$ cat src/rtl/picobus32_fifo_responder.sv
// picobus32_fifo_responder
//   PicoBus32 responder exposing a 4-word register window at BASE_ADDR:
//     +0x0 DATA     write pushes into the FIFO, read pops from it
//     +0x4 STATUS   {14'b0, underflow, overflow, 6'b0, full, empty, count}
//     +0x8 CONTROL  bit0 flush, bit1 clear sticky flags (self-clearing, reads 0)
//     +0xC CHECKSUM mod-2^32 sum of accepted pushes since reset/flush
//   Read data is registered (1-cycle latency) and is zero in any cycle that
//   does not return a read, so it can be OR-combined with other responders.
//
// Ports
//   PicoClk      in   clock
//   PicoRst_n    in   asynchronous active-low reset
//   PicoAddr     in   byte address (bits [1:0] ignored)
//   PicoDataIn   in   write data
//   PicoRd       in   read strobe
//   PicoWr       in   write strobe
//   PicoDataOut  out  registered read data
module picobus32_fifo_responder #(
    parameter logic [31:0] BASE_ADDR = 32'h0000_0100,
    parameter int          DEPTH     = 16,
    localparam int         CW        = $clog2(DEPTH) + 1
) (
    input  logic        PicoClk,
    input  logic        PicoRst_n,
    input  logic [31:0] PicoAddr,
    input  logic [31:0] PicoDataIn,
    input  logic        PicoRd,
    input  logic        PicoWr,
    output logic [31:0] PicoDataOut
);

    localparam int AW = $clog2(DEPTH);

    localparam logic [1:0] IDX_DATA   = 2'd0;
    localparam logic [1:0] IDX_STATUS = 2'd1;
    localparam logic [1:0] IDX_CTRL   = 2'd2;
    localparam logic [1:0] IDX_CSUM   = 2'd3;

    logic [31:0]   mem_q [DEPTH];
    logic [AW-1:0] wr_ptr_q, wr_ptr_d;
    logic [AW-1:0] rd_ptr_q, rd_ptr_d;
    logic [CW-1:0] count_q, count_d;
    logic [31:0]   csum_q, csum_d;
    logic          ovf_q, ovf_d;
    logic          unf_q, unf_d;
    logic [31:0]   dout_q, dout_d;

    logic          hit;
    logic [1:0]    idx;
    logic          rd_hit, wr_hit;
    logic          empty, full;
    logic          pop_req, push_req;
    logic          pop_ok, push_ok;
    logic          ovf_set, unf_set;
    logic          flush, clr_sticky;
    logic [31:0]   status;

    // Byte-lane bits are not part of the decode.
    logic unused_addr_bits;
    assign unused_addr_bits = ^PicoAddr[1:0];

    always_comb begin
        hit     = (PicoAddr[31:4] == BASE_ADDR[31:4]);
        idx     = PicoAddr[3:2];
        rd_hit  = PicoRd & hit;
        wr_hit  = PicoWr & hit;

        empty   = (count_q == '0);
        full    = (count_q == CW'(DEPTH));

        pop_req  = rd_hit & (idx == IDX_DATA);
        push_req = wr_hit & (idx == IDX_DATA);
        pop_ok   = pop_req & ~empty;
        // A pop in the same cycle frees a slot, so a full FIFO still accepts.
        push_ok  = push_req & (~full | pop_ok);
        ovf_set  = push_req & full & ~pop_ok;
        unf_set  = pop_req & empty;

        flush      = wr_hit & (idx == IDX_CTRL) & PicoDataIn[0];
        clr_sticky = wr_hit & (idx == IDX_CTRL) & PicoDataIn[1];

        // Later fields win if DEPTH is large enough for count to reach bit 8.
        status          = '0;
        status[CW-1:0]  = count_q;
        status[8]       = empty;
        status[9]       = full;
        status[16]      = ovf_q;
        status[17]      = unf_q;

        dout_d = '0;
        if (rd_hit) begin
            case (idx)
                IDX_DATA:   dout_d = pop_ok ? mem_q[rd_ptr_q] : 32'h0;
                IDX_STATUS: dout_d = status;
                IDX_CSUM:   dout_d = csum_q;
                default:    dout_d = 32'h0;
            endcase
        end

        wr_ptr_d = push_ok ? wr_ptr_q + AW'(1) : wr_ptr_q;
        rd_ptr_d = pop_ok  ? rd_ptr_q + AW'(1) : rd_ptr_q;
        csum_d   = push_ok ? csum_q + PicoDataIn : csum_q;

        case ({push_ok, pop_ok})
            2'b10:   count_d = count_q + CW'(1);
            2'b01:   count_d = count_q - CW'(1);
            default: count_d = count_q;
        endcase

        if (flush) begin
            wr_ptr_d = '0;
            rd_ptr_d = '0;
            count_d  = '0;
            csum_d   = '0;
        end

        // A new event in the clearing cycle keeps its flag set.
        ovf_d = (ovf_q & ~clr_sticky) | ovf_set;
        unf_d = (unf_q & ~clr_sticky) | unf_set;
    end

    always_ff @(posedge PicoClk or negedge PicoRst_n) begin
        if (!PicoRst_n) begin
            wr_ptr_q <= '0;
            rd_ptr_q <= '0;
            count_q  <= '0;
            csum_q   <= '0;
            ovf_q    <= 1'b0;
            unf_q    <= 1'b0;
            dout_q   <= '0;
        end else begin
            wr_ptr_q <= wr_ptr_d;
            rd_ptr_q <= rd_ptr_d;
            count_q  <= count_d;
            csum_q   <= csum_d;
            ovf_q    <= ovf_d;
            unf_q    <= unf_d;
            dout_q   <= dout_d;
        end
    end

    // Storage has no reset; only entries between the pointers are ever read.
    always_ff @(posedge PicoClk) begin
        if (push_ok) begin
            mem_q[wr_ptr_q] <= PicoDataIn;
        end
    end

    assign PicoDataOut = dout_q;

endmodule
$ cat config.mk
export PLATFORM = sky130hd
export DESIGN_NAME = picobus32_fifo_responder
export DESIGN_NICKNAME = d
export VERILOG_FILES = /design/src/rtl/picobus32_fifo_responder.sv
export SDC_FILE = /design/constraint.sdc
export NUM_CORES = 1
export LEC_CHECK = 0
export ABC_AREA = 1
export BUFFER_PORTS_ARGS = -buffer_cell sky130_fd_sc_hd__buf_2
export CORE_MARGIN = 4
export CORE_UTILIZATION = 55
export DETAILED_ROUTE_END_ITERATION = 12
export GPL_TIMING_DRIVEN = 0
export PLACE_DENSITY = 0.72
export SETUP_SLACK_MARGIN = 0.02
export SLEW_MARGIN = 20
export SYNTH_ARGS = -nofsm -noshare
export SYNTH_HDL_FRONTEND = slang
export SYNTH_SLANG_ARGS = --single-unit
$ cat constraint.sdc
create_clock -name PicoClk -period 5.1 [get_ports PicoClk]
set_clock_uncertainty 0.15 [all_clocks]
set_input_delay 0.51 -clock PicoClk [delete_from_list [all_inputs] [get_ports PicoClk]]
set_output_delay 0.51 -clock PicoClk [all_outputs]
set_load 0.01 [all_outputs]
==> results of run 1 <==
==> power by group <==
part | leakage, µW | internal, µW | switching [µW]
sequential | 0.00559 | 5250 | 0.0000186
combinational | 0.00479 | 63.6 | 208
clock | 0.000938 | 2540 | 1850
==> tightest hold or removal path: cells and delay by family <==
family,cells,cell delay (ps)
AOI/OAI and AO/OA,1,90
buffers and inverters,1,140
and+or+nand+nor,1,130
==> cells by family after synthesis <==
family / Yosys count / synth area share [%]
AOI/OAI and AO/OA: 197 / 4.014
xor gates and xnor gates: 20 / 0.6763
adders and majority gates: 41 / 2.038
buffers and inverters: 212 / 3.347
DFF: 591 / 66.99
and+or+nand+nor: 1376 / 22.94
==> how the worst max path moves through the flow <==
stage,to,slack [ps]
after global routing,PicoDataOut[12],1740
final,PicoDataOut[12],1840
after global placement,mem_q[9][24],-370
after CTS,PicoDataOut[12],1910
after detailed placement,mem_q[2][22],1680
after floorplan,mem_q[11][0],1610
==> what timing repair did <==
| action | in CTS | in global routing |
|---|---|---|
| setup endpoints to repair | 0 | 0 |
| resized for setup | 0 | 0 |
| hold buffers | 1 | 0 |
| hold endpoints to repair | 30 | 0 |
==> cell usage in the layout (no fill, tap or decap), types with 5 or more instances in the layout <==
master / netlist / final
nor3_1: 6 / 6
buf_16: 0 / 17
clkinv_1: 2 / 9
bufinv_16: 0 / 6
clkinv_2: 1 / 7
nor4_1: 6 / 6
o22ai_1: 16 / 16
nor2_1: 125 / 109
xor2_1: 8 / 8
buf_2: 27 / 123
clkbuf_8: 0 / 5
buf_1: 14 / 14
o21ai_0: 55 / 55
nand3b_1: 8 / 8
clkbuf_16: 0 / 60
a31oi_1: 15 / 15
edfxtp_1: 512 / 512
nand3_1: 487 / 487
ha_1: 39 / 39
nand2_2: 6 / 6
clkbuf_1: 77 / 91
dfrtp_1: 79 / 79
inv_1: 83 / 83
xnor2_1: 12 / 12
a21oi_1: 95 / 95
nor2_4: 1 / 17
nand4_1: 11 / 11
nand2_1: 717 / 717
o21ai_1: 10 / 10
==> synthesized netlist by cell type <==
cell      number  area (µm²)
o21ai_1       10       50.05
inv_2          1       3.750
inv_1         83       311.6
buf_6          3       33.78
nand2_4        2       22.52
nand3_2        1       10.01
nor2_2         2       12.51
o22ai_1       16       100.1
and2_4         1       8.760
xnor2_1       12       105.1
a21o_1         1       7.510
nor2_1       125       469.2
clkinv_2       1       5.000
clkbuf_1      77       289.0
edfxtp_1     512       15370
nand3b_1       8       60.06
buf_1         14       52.55
nand4_1       11       68.82
nand2_1      717        2691
dfrtp_1       79        1977
xor2_1         8       70.07
a21oi_1       95       475.5
nor4_1         6       37.54
nor2_8         1       20.02
nand3_1      487        2437
fa_1           2       40.04
clkinv_1       2       7.510
buf_2         27       135.1
nor3_1         6       30.03
buf_4          3       22.52
nor2_4         1       11.26
nand3_4        1       17.52
ha_1          39       488.0
inv_4          1       6.260
o21ai_0       55       275.3
a31oi_1       15       93.84
o21a_1         2       15.01
o21bai_1       3       22.52
nand2_2        6       37.54
and2_1         1       6.260
==> stage by stage <==
step           TNS, ps  utilization, %
5_1_grt              0           63.82
6_report             0           63.82
3_3_place_gp    -58400           58.31
2_1_floorplan        0               -
3_5_place_dp         0           59.62
4_1_cts              0           63.82
==> sequential cells by signal, indices dropped and copies added, names as in the netlist <==
signal and count:
mem_q 512, PicoDataOut 32, csum_q 32, count_q 5
rd_ptr_q 4, wr_ptr_q 4, ovf_q 1, unf_q 1
==> layout make-up <==
cell class	instances	share of cell area, %
buffer	124	1.794
clock inverter	29	1.074
clock buffer	79	5.462
multi-input combinational	1634	26.27
timing repair buffer	116	3.319
inverter	88	1.124
sequential	591	58.40
tap	607	2.556
==> routing by layer <==
layer,vias to the layer above,part of all wire [%],wire [µm]
met5,-,0,0
met4,0,5.0,4017
met3,207,9.2,7328
met2,1074,47,37440
met1,9494,39,31020
li1,8899,-,-
==> flow_summary_export.csv, run 1 <==
group,metric,value,unit
clock_tree,cts.repair_timing.setup_buffer_count,0,
route,post_drt_wl_per_cell,24.42,µm
grt,number_of_global_route_vias_before_repair,19480,
logic_synthesis,ys_seq_elements,591,
floorplanning,floorplan.initialDensity,55.64,%
grt,grt_antenna_before_repair,0,
timing,max-slew-margin-rel,38.51,%
clock_tree,max-clock-path-buffers,3,
clock_tree,clk_pin_slew,60,ps
route,routed-via-count,19670,
critical_path,rr_worst_depth,8,
cells_and_area,stdcell_count,3268,
logic_synthesis,ys.warnings.count,0,
worst_hold_path,holdCritStartpoint,"PicoRd",
critical_path,timing.critical_path.to_type,"register",
route,antenna_left,0,
timing,max_slew.worst_pin.slew,922.4,ps
route,drt_drc_violations_left,0,
route,drt_iter0_markers,2028,
worst_hold_path,min_to,"unf_q",
cells_and_area,final_area,29710,µm²
floorplanning,fp.dieW,225.0,µm
critical_path,critical-path-top-delay-family,"buffers and inverters",
worst_hold_path,holdCritPathClass,"input port to register",
critical_path,setup.reg_to_reg.worst_slack,1840,ps
cells_and_area,flow.area_growth_from_synthesis,14.70,%
power,leakage,0.01132,µW
critical_path,critical_path_peak_fanout,10,
cells_and_area,multi_input_comb_area,7804,µm²
placement,dp_worst_setup_slack,1675,ps
route,detail_route.vias_per_cell,6.020,
timing,setup_viol,0,
logic_synthesis,seq_area_frac_synth,66.99,%
grt,grt_start_max_net_pins,50,
clock_tree,numCtsBuffers,58,
cells_and_area,antenna_cells_inserted,0,
critical_path,critPathLaunchType,"register",
critical_path,crit_slowest_cell,"clkbuf_1",
critical_path,crit_start,"rd_ptr_q[1]",
timing,final_period_minus_worst_setup_slack,3259,ps
floorplanning,ioPinCount,100,
critical_path,worst_ep_arrival_time,3560,ps
timing,finalHoldViolCount,0,
critical_path,worst-path-buf-inv,3,
cells_and_area,final_net_count,2722,
timing,hold-worst-slack,153.4,ps
floorplanning,core_area,46560,µm²
route,routed_wl,79.80,mm
critical_path,path_depth,8,
floorplanning,die_height,225.0,µm
floorplanning,design.die.area,50630,µm²
timing,postLayoutSetupSlackWorst,1841,ps
critical_path,critPathRequiredTime,5400,ps
power,p_total,9908,µW
placement,portBuffers,97,
critical_path,cp_slowest_stage_delay,640,ps
critical_path,reg2reg_to,"PicoDataOut[12]",
outcome,outcome,"finished, final reports clean",
cells_and_area,layout-drive-gt1-share,10.11,%
logic_synthesis,synth.lib_cells_used.distinct,40,
clock_tree,root_buffer,"clkbuf_16",
power,ir_drop,343.2,µV
clock_tree,cts.sinks,591,
clock_tree,h-tree-depth,2,
floorplanning,core.rowCount,79,
cells_and_area,seq_area,17350,µm²
logic_synthesis,synthesis.nets,2546,
worst_hold_path,worst_hold_path_cells,3,
placement,dp_hpwl,55.22,mm
timing,timing.final.crit_share,63.91,%
logic_synthesis,synthCells,2437,
critical_path,timing.critical_path.cells,"inv_1, clkbuf_1, clkbuf_1, nand3_1, nand3_1, a21oi_1, o21ai_0, a21oi_1",
grt,grt_busiest_layer,"met2",
logic_synthesis,post_synth.cell_area_avg,10.63,µm²
timing,max_freq,306.8,MHz
critical_path,reg2reg_from,"rd_ptr_q[1]",
power,power_density,333.5,nW/µm²
grt,grtUsageMet2,50.03,%
critical_path,worst-setup-path-type,"register to register",
grt,wire_length_of_the_first_global_routing_pass,118.7,mm
placement,dp.cells,3159,
timing,slew_viol_final,0,
grt,total_congestion_overflow,0,
logic_synthesis,synth.cell_area,25900,µm²
route,drt_pre_antenna_iters,6,
grt,globalRouteTotalUtil,31.42,%
cells_and_area,fill_cells,3637,
grt,global_route.usage.met3,6.070,%
timing,rsz0062_at_grt,"false",
clock_tree,insertion_delay,640,ps
placement,place_congestion,0.9873,
clock_tree,cts_tree,"yes",
grt,global_route.usage.met1,42.50,%
run,drv_cap,0,
placement,placed_cell_area,27760,µm²
Note: power is estimated with default switching activity, not from simulation.
==> inputs of run 2 (changes only) <==
--- a/config.mk
+++ b/config.mk
@@ -11,7 +11,7 @@
 export CORE_UTILIZATION = 55
 export DETAILED_ROUTE_END_ITERATION = 12
 export GPL_TIMING_DRIVEN = 0
-export PLACE_DENSITY = 0.72
+export PLACE_DENSITY = 0.75
 export SETUP_SLACK_MARGIN = 0.02
 export SLEW_MARGIN = 20
 export SYNTH_ARGS = -nofsm -noshare
==> constraint.sdc (replaced) <==
create_clock -name PicoClk -period 2.9 [get_ports PicoClk]
set_clock_uncertainty 0.15 [all_clocks]
set_input_delay 0.29 -clock PicoClk [delete_from_list [all_inputs] [get_ports PicoClk]]
set_output_delay 0.29 -clock PicoClk [all_outputs]
set_load 0.01 [all_outputs]
==> run 2 against run 1 <==
Compared with the run above:
- the flow now finishes with violations (setup timing)
- sequential cell count stayed put
- first-iteration DRC count grew 38%
- clock power up 76%
- via count up 2.9%
- die area stayed put
- largest cell class unchanged
- non-clock buffer count grew 53
- power grew 76%
- register-to-register slack worse by 1800 ps
- setup slack worse by 1800 ps
==> flow_summary_export.csv, run 2 (synthesis gave the netlist of run 1 again) <==
group,metric,value,unit
outcome,outcome,"finished with violations",
outcome,failed_checks,"setup timing",
run,drv_cap,0,
clock_tree,numCtsBuffers,56,
critical_path,timing.critical_path.to_type,"register",
clock_tree,cts.sinks,591,
grt,total_congestion_overflow,0,
timing,max_freq,343.8,MHz
power,power_density,575.7,nW/µm²
power,power_switching_share,20.82,%
critical_path,reg2reg_from,"rd_ptr_q[2]",
grt,grt_start_max_net_pins,54,
grt,grt_antenna_before_repair,0,
clock_tree,clk_pin_slew,70,ps
cells_and_area,fin_util,65.18,%
cells_and_area,layout-drive-gt1-share,11.06,%
power,ir_drop,569.9,µV
clock_tree,cts_tree,"yes",
clock_tree,root_buffer,"clkbuf_16",
critical_path,worst_ep_arrival_time,3270,ps
route,routed_wl,78.96,mm
placement,portBuffers,97,
cells_and_area,max_reg_flops,512,
timing,max_slew.worst_pin.slew,829.7,ps
floorplanning,die_height,225.0,µm
clock_tree,insertion_delay,630,ps
power,combPwrFrac,2.9,%
route,antenna_left,0,
critical_path,critPathRequiredTime,3260,ps
grt,number_of_global_route_vias_before_repair,19440,
power,seq_power_share,52.9,%
placement,place_congestion,0.9937,
critical_path,worst-setup-path-type,"register to register",
cells_and_area,final_net_count,2773,
timing,slew_viol_final,0,
timing,final_period_minus_worst_setup_slack,2909,ps
cells_and_area,mostFrequentLayoutCells,"nand2_1, edfxtp_1, nand3_1",
critical_path,crit_start,"rd_ptr_q[2]",
floorplanning,design.die.area,50630,µm²
route,drt_pre_antenna_iters,6,
timing,setup_viol,1,
route,drt_iter0_markers,2806,
power,p_total,17470,µW
power,intPower,13830,µW
power,leakage,0.01163,µW
floorplanning,ioPinCount,100,
cells_and_area,seq_area,17350,µm²
cells_and_area,flow.area_growth_from_synthesis,17.15,%
timing,timing.final.crit_share,100.3,%
cells_and_area,fill_cells,3450,
cells_and_area,final_common_cell,"nand2_1",
timing,max-slew-margin-rel,44.69,%
route,post_drt_wl_per_cell,23.79,µm
route,detail_route.vias_per_cell,6.098,
grt,wire_length_of_the_first_global_routing_pass,117.6,mm
clock_tree,h-tree-depth,2,
route,drt_drc_violations_left,0,
route,routed-via-count,20240,
timing,hold-worst-slack,36.10,ps
timing,setup_tns,-9.040,ps
placement,dp.cells,3159,
timing,rsz0062_at_grt,"true",
placement,dp_hpwl,53.20,mm
floorplanning,core.rowCount,79,
power,p_sw,3637,µW
floorplanning,fp.dieW,225.0,µm
critical_path,critical_path_peak_fanout,10,
floorplanning,core_area,46560,µm²
cells_and_area,antenna_cells_inserted,0,
cells_and_area,stdcell_count,3319,
worst_hold_path,holdCritPathClass,"input port to register",
worst_hold_path,holdCritStartpoint,"PicoDataIn[0]",
grt,globalRouteTotalUtil,30.73,%
clock_tree,max-clock-path-buffers,3,
cells_and_area,reg_with_most_ffs,"mem_q",
timing,finalHoldViolCount,0,
floorplanning,floorplan.initialDensity,55.64,%
cells_and_area,multi_input_comb_area,7807,µm²
timing,postLayoutSetupSlackWorst,-9.040,ps
power,clockPowerShare,44.2,%
critical_path,critPathLaunchType,"register",
-- run 2: cell count changes in the layout (fill, tap and decap cells not counted), sizes merged --
| cell | previous run | this run |
|---|---|---|
| clkbuf | 156 | 151 |
| bufinv | 6 | 8 |
| buf | 162 | 175 |
| clkinv | 18 | 24 |
| inv | 89 | 86 |
| dlygate4sd3 | 1 | 39 |
-- run 2: per-layer routing --
layer	part of all wire, %	track usage [%]
met2	46	48.15
met4	5.3	14.27
met1	37	42.06
met5	0	0
met3	11	6.044
-- run 2: critical path: stages, from the launching register on --
cell      delay (ps)
dfrtp_1          420
inv_1            100
clkbuf_1         630
buf_2            460
nand3_1          130
a21oi_1          350
o21ai_0          240
a21oi_1          310
-- run 2: power by group through the flow --
stage          combinational [µW]  clock, µW  sequential [µW]
2_1_floorplan                 172          0             9420
3_3_place_gp                  441          0             9420
3_5_place_dp                  457          0             9420
4_1_cts                       502       7750             9240
5_1_grt                       555       8110             9230
6_report                      515       7720             9240
-- run 2: final cells by class --
class                   instances  area share [%]
inverters                      88           1.101
plain buffers                 124           1.818
repair buffers                169           5.270
multi-input cells            1634           25.73
clock inverters                34           1.373
well taps                     607           2.503
clock buffers                  72           5.022
flip-flops and latches        591           57.18
-- run 2: repair_timing --
action / CTS / global route
pin swaps: 0 / 10
setup endpoints to repair: 11 / 155
endpoints found under the hold margin: 583 / 0
hold buffers: 39 / 0
setup buffers: 0 / 15
gates resized for setup: 7 / 18
-- run 2: per-stage QoR --
step	setup WS (ps)	area, µm²
after floorplan	-372.9	25900
after global placement	-2042	27150
after detailed placement	-248.5	27770
after CTS	77.81	30110
after global routing	-28.74	30340
final	-9.040	30340
-- run 2: worst paths after layout --
kind / endpoint / slack [ps] / cells after the start
min: csum_q[0] / 40 / 4
min reg2reg: csum_q[20] / 360 / 2
min in group asynchronous: PicoDataOut[13] / 470 / 3
max reg2reg: PicoDataOut[27] / -9 / 7
max in group asynchronous: csum_q[19] / 760 / 4
max: PicoDataOut[27] / -9 / 7
